[src/rtl/div_unit.sv]
// div_unit: multi-cycle radix-2 restoring divider for DIV / DIVU in the EX stage.
//
// Ports:
//   clk          - clock, all state changes on the rising edge
//   rst          - synchronous active-high reset
//   start_i      - division request, level-held until the result is consumed
//   annul_i      - cancel an in-flight or pending division (flush / exception)
//   signed_div_i - 1: DIV (two's complement), 0: DIVU
//   opdata1_i    - dividend (rs)
//   opdata2_i    - divisor (rt)
//   result_o     - {remainder, quotient}, registered
//   ready_o      - result valid, registered
module div_unit #(
    parameter int unsigned DATA_W = 32
) (
    input  logic                  clk,
    input  logic                  rst,
    input  logic                  start_i,
    input  logic                  annul_i,
    input  logic                  signed_div_i,
    input  logic [DATA_W-1:0]     opdata1_i,
    input  logic [DATA_W-1:0]     opdata2_i,
    output logic [2*DATA_W-1:0]   result_o,
    output logic                  ready_o
);

    localparam int unsigned WorkW = 2 * DATA_W + 1;
    localparam int unsigned CntW  = $clog2(DATA_W);
    localparam logic [CntW-1:0] LastCnt = CntW'(DATA_W - 1);

    typedef enum logic [1:0] {StFree, StZero, StOn, StEnd} state_e;

    state_e                state_q, state_d;
    logic [CntW-1:0]       cnt_q, cnt_d;
    logic [WorkW-1:0]      work_q, work_d;
    logic [DATA_W-1:0]     divisor_q, divisor_d;
    logic                  sign_q_q, sign_q_d;   // quotient sign
    logic                  sign_r_q, sign_r_d;   // remainder sign (dividend sign)
    logic [2*DATA_W-1:0]   result_q, result_d;
    logic                  ready_q, ready_d;

    logic                  accept;
    logic                  neg1, neg2;
    logic [DATA_W-1:0]     abs1, abs2;
    logic [DATA_W:0]       diff;
    logic [WorkW-1:0]      work_step;
    logic [DATA_W-1:0]     quo_mag, rem_mag;

    assign accept = start_i && !annul_i;

    // Operand magnitudes, only meaningful on the acceptance edge.
    assign neg1 = signed_div_i && opdata1_i[DATA_W-1];
    assign neg2 = signed_div_i && opdata2_i[DATA_W-1];
    assign abs1 = neg1 ? (~opdata1_i + 1'b1) : opdata1_i;
    assign abs2 = neg2 ? (~opdata2_i + 1'b1) : opdata2_i;

    // One restoring step. Partial remainder in work[64:32] is always < 2*divisor,
    // so bit DATA_W of diff is a reliable borrow flag.
    assign diff      = work_q[WorkW-1:DATA_W] - {1'b0, divisor_q};
    assign work_step = diff[DATA_W] ? {work_q[WorkW-2:0], 1'b0}
                                    : {diff[DATA_W-1:0], work_q[DATA_W-1:0], 1'b1};
    assign quo_mag   = work_step[DATA_W-1:0];
    assign rem_mag   = work_step[WorkW-1:DATA_W+1];

    // State register.
    always_ff @(posedge clk) begin
        if (rst) begin
            state_q   <= StFree;
            cnt_q     <= '0;
            work_q    <= '0;
            divisor_q <= '0;
            sign_q_q  <= 1'b0;
            sign_r_q  <= 1'b0;
            result_q  <= '0;
            ready_q   <= 1'b0;
        end else begin
            state_q   <= state_d;
            cnt_q     <= cnt_d;
            work_q    <= work_d;
            divisor_q <= divisor_d;
            sign_q_q  <= sign_q_d;
            sign_r_q  <= sign_r_d;
            result_q  <= result_d;
            ready_q   <= ready_d;
        end
    end

    // Next-state logic.
    always_comb begin
        state_d = state_q;
        unique case (state_q)
            StFree: begin
                if (accept) begin
                    state_d = (opdata2_i == '0) ? StZero : StOn;
                end
            end
            StZero:  state_d = annul_i ? StFree : StEnd;
            StOn: begin
                if (annul_i) begin
                    state_d = StFree;
                end else if (cnt_q == LastCnt) begin
                    state_d = StEnd;
                end
            end
            StEnd:   state_d = start_i ? StEnd : StFree;
            default: state_d = StFree;
        endcase
    end

    // Datapath and output next values.
    always_comb begin
        cnt_d     = cnt_q;
        work_d    = work_q;
        divisor_d = divisor_q;
        sign_q_d  = sign_q_q;
        sign_r_d  = sign_r_q;
        result_d  = result_q;
        ready_d   = ready_q;
        unique case (state_q)
            StFree: begin
                cnt_d    = '0;
                result_d = '0;
                ready_d  = 1'b0;
                if (accept && (opdata2_i != '0)) begin
                    divisor_d = abs2;
                    work_d    = {{DATA_W{1'b0}}, abs1, 1'b0};
                    sign_q_d  = neg1 ^ neg2;
                    sign_r_d  = neg1;
                end
            end
            StZero: begin
                result_d = '0;
                ready_d  = !annul_i;
            end
            StOn: begin
                if (annul_i) begin
                    cnt_d    = '0;
                    result_d = '0;
                    ready_d  = 1'b0;
                end else begin
                    work_d = work_step;
                    cnt_d  = cnt_q + 1'b1;
                    if (cnt_q == LastCnt) begin
                        result_d = {sign_r_q ? (~rem_mag + 1'b1) : rem_mag,
                                    sign_q_q ? (~quo_mag + 1'b1) : quo_mag};
                        ready_d  = 1'b1;
                    end
                end
            end
            StEnd: begin
                if (!start_i) begin
                    result_d = '0;
                    ready_d  = 1'b0;
                end
            end
            default: begin
                result_d = '0;
                ready_d  = 1'b0;
            end
        endcase
    end

    assign result_o = result_q;
    assign ready_o  = ready_q;

endmodule
[config.mk]
export PLATFORM = sky130hd
export DESIGN_NAME = div_unit
export DESIGN_NICKNAME = d
export VERILOG_FILES = /design/src/rtl/div_unit.sv
export SDC_FILE = /design/constraint.sdc
export NUM_CORES = 1
export LEC_CHECK = 0
export ABC_AREA = 1
export BUFFER_PORTS_ARGS = -buffer_cell sky130_fd_sc_hd__buf_2
export CAP_MARGIN = 20
export CELL_PAD_IN_SITES_DETAIL_PLACEMENT = 0
export CELL_PAD_IN_SITES_GLOBAL_PLACEMENT = 1
export CORE_UTILIZATION = 38
export CTS_CLUSTER_SIZE = 8
export DETAILED_ROUTE_END_ITERATION = 16
export PLACE_DENSITY = 0.76
export SYNTH_ARGS = -nofsm -noshare
export SYNTH_HDL_FRONTEND = slang
export SYNTH_SLANG_ARGS = --single-unit
[constraint.sdc]
create_clock -name clk -period 4 [get_ports clk]
set_clock_uncertainty 0.15 [all_clocks]
set_input_delay 1.2 -clock clk [delete_from_list [all_inputs] [get_ports clk]]
set_output_delay 1.2 -clock clk [all_outputs]
set_load 0.02 [all_outputs]
; Yosys cells after proc, flatten, opt, wreduce, memory -nomap -nowiden
; Cells that the tools add are included.
[classes]
addsub = 6
n_eq_ne = 9
mux = 25
bitwise = 5
n_reduce_logical = 14
[op_table]
columns = cell, count
row1 = $mux 65, 3
row2 = $mux 64, 3
row3 = $pmux 64 s3, 1
row4 = $pmux 65 s2, 1
row5 = $add 32x1->32 const B, 4
row6 = $mux 32, 4
row7 = $not 32->32, 4
row8 = $sub 33x32->33, 1
row9 = $logic_not 32->1, 1
row10 = $reduce_bool 32->1, 1
row11 = $mux 2, 6
row12 = $pmux 5 s2, 1
row13 = $ne 2x2->1 const B, 4
row14 = $pmux 2 s4, 1
row15 = $reduce_and 2->1, 3
row16 = $add 5x1->5 const B, 1
row17 = $eq 5x5->1 const B, 1
row18 = $mux 5, 1
row19 = $eq 2x2->1 const B, 2
row20 = $logic_and 1x1->1, 4
row21 = $pmux 1 s4, 1
row22 = $mux 1, 3
row23 = $ne 3x3->1 const B, 1
row24 = $reduce_and 3->1, 1
row25 = other kinds (6), 6
[totals]
regBits = 171
out_inout_bits = 65
elab_cells = 67

; Longest topological paths before layout
[logic_depth]
ltp_word = 8
ltp_mapped = 29

; Worst setup path after synthesis
; OpenSTA, ideal clock, no wires.
[synth_path]
path_type = reg-to-reg
start = reg work_q[32]
end = reg result_q[28] (netlist: result_o[28])
setup_time_ns = 0.132
arrival_time_ns = 3.655
slack_ns = 0.062
path_stages_with_launch = 28
path_buffers = 1
synth_period_minus_slack_ns = 3.938
cell_sequence = dfxtp_1 inv_1 ha_1 inv_1 fa_1 nand2_1 nand2_1 nand3_2 nand2_2 nand2_1 nand2_2 nand2_4 nand3_2 nand2_4 buf_4 ha_1 nand3_1 nor2_1 nand2_1 nor3_1 nand4_1 nand3b_1 nor2_1 nand3_1 o31ai_1 a21oi_1 o21ai_0 a21oi_1
[synth_via]
elab_chain_len = 8
[synth_rtl]
columns = element, line
row1 = start: declaration, 35  ; logic [WorkW-1:0] work_q, work_d;
row2 = start signal: assignment, 79  ; work_q <= work_d;
row3 = $sub 33x32->33, 59  ; assign diff = work_q[WorkW-1:DATA_W] - {1'b0, divisor_q};
row4 = $mux 65, 60  ; assign work_step = diff[DATA_W] ? {work_q[WorkW-2:0], 1'b0}
row5 = $not 32->32, 145  ; sign_q_q ? (~quo_mag + 1'b1) : quo_mag};
row6 = $add 32x1->32, 145
row7 = $mux 32, 145
row8 = $mux 64, 143  ; if (cnt_q == LastCnt) begin
row9 = $mux 64, 136  ; if (annul_i) begin
row10 = $pmux 64 s3, 119  ; unique case (state_q)
row11 = end signal: assignment, 83  ; result_q <= result_d;
row12 = end: declaration, 39  ; logic [2*DATA_W-1:0] result_q, result_d;
; Every way passes these cells. The select of a mux whose other input is x is not followed.
; A chain may end at the register's enable or synchronous reset.

; Worst setup path in the final report
; Ends and elaborated chain as after synthesis.

==> results.ini <==
[min_path]
min_path_type=register to register

[sta]
period_minus_slack_ns=3.715
max-slew-margin-rel=0.3992
maxSlewViolCount=0
fmax_mhz=269.2
hold_slack_ns=0.3126
fin_ws_ns=0.2850
period_share=0.9288
worstMarginPinSlew_ns=0.9012
final-hold-violation-count=0
setup_viol=0

[yosys]
synth-seq-cells=171
yosys.cell_count.top_type=nand2_1
synth_top_cell_area_share=0.2678
synth_xor_xnor_area_share=0.05414
synth_mux_area_frac=0
synth.avg_cell_area_um2=6.109
synth_common_cells=629 x nand2_1, 267 x inv_1, 200 x a21oi_1, 171 x dfxtp_1, 165 x nor2_1
syn_nets=2204
synthSimpleGateAreaFrac=0.3615
synth_top_family_by_area=simple AND/OR/NAND/NOR gates
ys_top_cells_by_area=dfxtp_1 27%, nand2_1 18%, inv_1 7.8%, a21oi_1 7.8%, nor2_1 4.8%
synth_fa_ha_area_frac=0.04268
yosysSeqAreaShare=0.2678
synth-warning-count=0
synthCells=2092
ys_async_sr_fraction=0
synth_compound_area_frac=0.1653
synth.largest_area_cell=dfxtp_1
ys_types=49
synth_area_um2=12780
synth_edf_count=0
synth_ff_type=dfxtp_1

[critical_path]
critPathMaxStageDelay_ns=0.36
required_ns=4.15
end_kind=register
cp_slowest_cell=fa_2
reg2reg_slack_ns=0.28
critPathMaxFanout=4
cp_data_arrival_time_ns=3.86
crit_type=register to register
worstSetupStartpointType=register
cp_top_family=simple AND/OR/NAND/NOR gates
crit_top_cell=nand2_2
crit_buf_inv=2

[global_routing]
busiest_layer=met2
grt_max_degree=136
grt.total_usage=0.2539
grt_pass1_wl_um=67170
antenna_found_initial=1
grt_util_met3=0.04719
grt_overflow=0
grt_pass1_vias=12740
met1_usage=0.3248
use_met2=0.4238

[die]
rows=66
io_pins=134
die_w_um=185.4
die_h_um=185.4
core_region_area_um2=32780
die-area_um2=34370
start_util=0.3899

[routing]
via_per_inst=5.012
drt_iter0_drc=911
ant_nets=0
finalWirelength_um=42310
drc=0
routedWlPerCell_um=15.76
first_pass_iters=5
vias=13450

[job]
drv_cap=0

[final_layout]
stdcell_area_um2=14990
drive_gt1_frac=0.1579
final_net_count=2342
diodes=0
area_growth_syn_to_layout_pct=17.29

[outcome]
status=finished, final reports clean

[placement]
place_ws_ns=-0.02677
placed_cell_area_um2=14160
io_buffers=133
place.gp.congestion=0.9395
hpwl_um=33430

[cts]
cts_tree=done
cts_buffers=17
cts.htree.levels=4
cts.sinks=171
clk_pin_slew_ns=0.06
clk_path_buf_depth=2
cts_hold_buf=0
worstSkewPairLatency_ns=0.44
cts_root_buffer=clkbuf_16

[power_and_ir_drop]
ir_drop_mv=0.3715
p_leak_uw=0.007385
power.density_nw_per_um2=600.3

==> kinds of logic after synthesis <==
kind of cell / after synthesis
simple gates: 1063
compound gates: 385
buf+inv: 351
flops: 171
xor+xnor: 79
fa+ha+maj: 43
==> report_power, final <==
part	total [uW]	switching, uW	internal [uW]
clock	1640	714	929
sequential	2140	203	1930
combinational	5220	3500	1720
total	9000	4420	4580
==> worst register-to-register path, cell delays in order (launching register included) <==
cell,delay (ns)
dfxtp_1,0.32
inv_2,0.08
ha_4,0.12
inv_2,0.04
fa_2,0.36
nand2_2,0.07
nand2_2,0.07
nand3_2,0.08
nand2_2,0.07
nand2_2,0.06
nand2_2,0.06
nand2_4,0.10
nand3_4,0.09
nand2_4,0.11
ha_4,0.14
nand3_2,0.09
nor2_2,0.15
nand2_2,0.09
nor3_4,0.21
nand4_1,0.15
nand3b_1,0.22
nor2_2,0.17
nand3_2,0.11
o31ai_4,0.24
a21oi_1,0.09
o21ai_1,0.08
a21oi_1,0.07
==> metal layers <==
layer	vias to the layer above	wire length (um)
met5	-	8
met4	2	1115
met3	59	1856
met2	304	20020
met1	6096	19310
li1	6992	-
==> cell usage in the layout (no fill, tap or decap), types with 5 or more instances in the layout <==
| cell | synthesis | layout |
|---|---|---|
| a31oi_1 | 6 | 6 |
| nand2_4 | 7 | 6 |
| ha_4 | 0 | 12 |
| a21oi_2 | 6 | 8 |
| nor2_2 | 6 | 12 |
| inv_1 | 267 | 265 |
| nor2_4 | 4 | 5 |
| o21ai_0 | 119 | 118 |
| nor3_1 | 22 | 21 |
| ha_1 | 42 | 29 |
| o211ai_1 | 8 | 8 |
| inv_2 | 5 | 8 |
| a21oi_1 | 200 | 198 |
| a211oi_1 | 15 | 15 |
| or2_2 | 5 | 5 |
| nor4_1 | 8 | 8 |
| dfxtp_1 | 171 | 167 |
| o31ai_1 | 7 | 6 |
| nand3b_1 | 14 | 14 |
| nand2_1 | 629 | 622 |
| clkbuf_16 | 0 | 17 |
| nand3_2 | 8 | 9 |
| nor2_1 | 165 | 158 |
| nand3_1 | 119 | 117 |
| buf_2 | 9 | 132 |
| xor2_1 | 53 | 53 |
| nand4_1 | 27 | 27 |
| o21ai_1 | 4 | 5 |
| buf_4 | 1 | 58 |
| clkbuf_1 | 59 | 5 |
| nand2_2 | 41 | 48 |
| xnor2_1 | 26 | 26 |
==> stage by stage <==
| stage | total power, uW | util | TNS (ns) | cells |
|---|---|---|---|---|
| after floorplan | 5784 | - | 0 | 2092 |
| after global placement | 7206 | 0.4320 | 0 | 2651 |
| after detailed placement | 7233 | 0.4320 | -0.02677 | 2651 |
| after CTS | 8897 | 0.4490 | 0 | 2682 |
| after global routing | 9795 | 0.4573 | -0.01945 | 2684 |
| final | 8998 | 0.4573 | 0 | 2684 |
==> sequential cells by signal (all words and copies together), names as in the netlist <==
register   flops
state_q        2
sign_q_q       1
divisor_q     32
ready_o        1
sign_r_q       1
work_q        65
result_o      64
cnt_q          5
==> final cells by class <==
cell class / count / area (um^2)
Multi-Input combinational cell: 1570 / 8225
Sequential cell: 171 / 3428
Clock buffer: 23 / 457.9
Inverter: 274 / 1028
Timing Repair Buffer: 196 / 1202
Tap cell: 442 / 553.0
Fill cell: 3555 / 17790
Clock inverter: 8 / 95.09
==> worst paths after layout <==
kind,startpoint,end,cells past startpoint
worst max-delay path,work_q[32]$_SDFFE_PP0P_,result_o[28]$_SDFFE_PP0P_,26
worst min register to register,result_o[0]$_SDFFE_PP0P_,result_o[0]$_SDFFE_PP0P_,2
worst min-delay path,result_o[0]$_SDFFE_PP0P_,result_o[0]$_SDFFE_PP0P_,2
worst max register to register,work_q[32]$_SDFFE_PP0P_,result_o[28]$_SDFFE_PP0P_,26
==> repair_timing <==
action                     CTS  global route
hold endpoints to repair     0             0
setup endpoints to repair    1            16
pin swaps                    0            15
setup buffers                0             1
resized for setup            1            46
No activity file was read; power rests on OpenSTA's default activity.
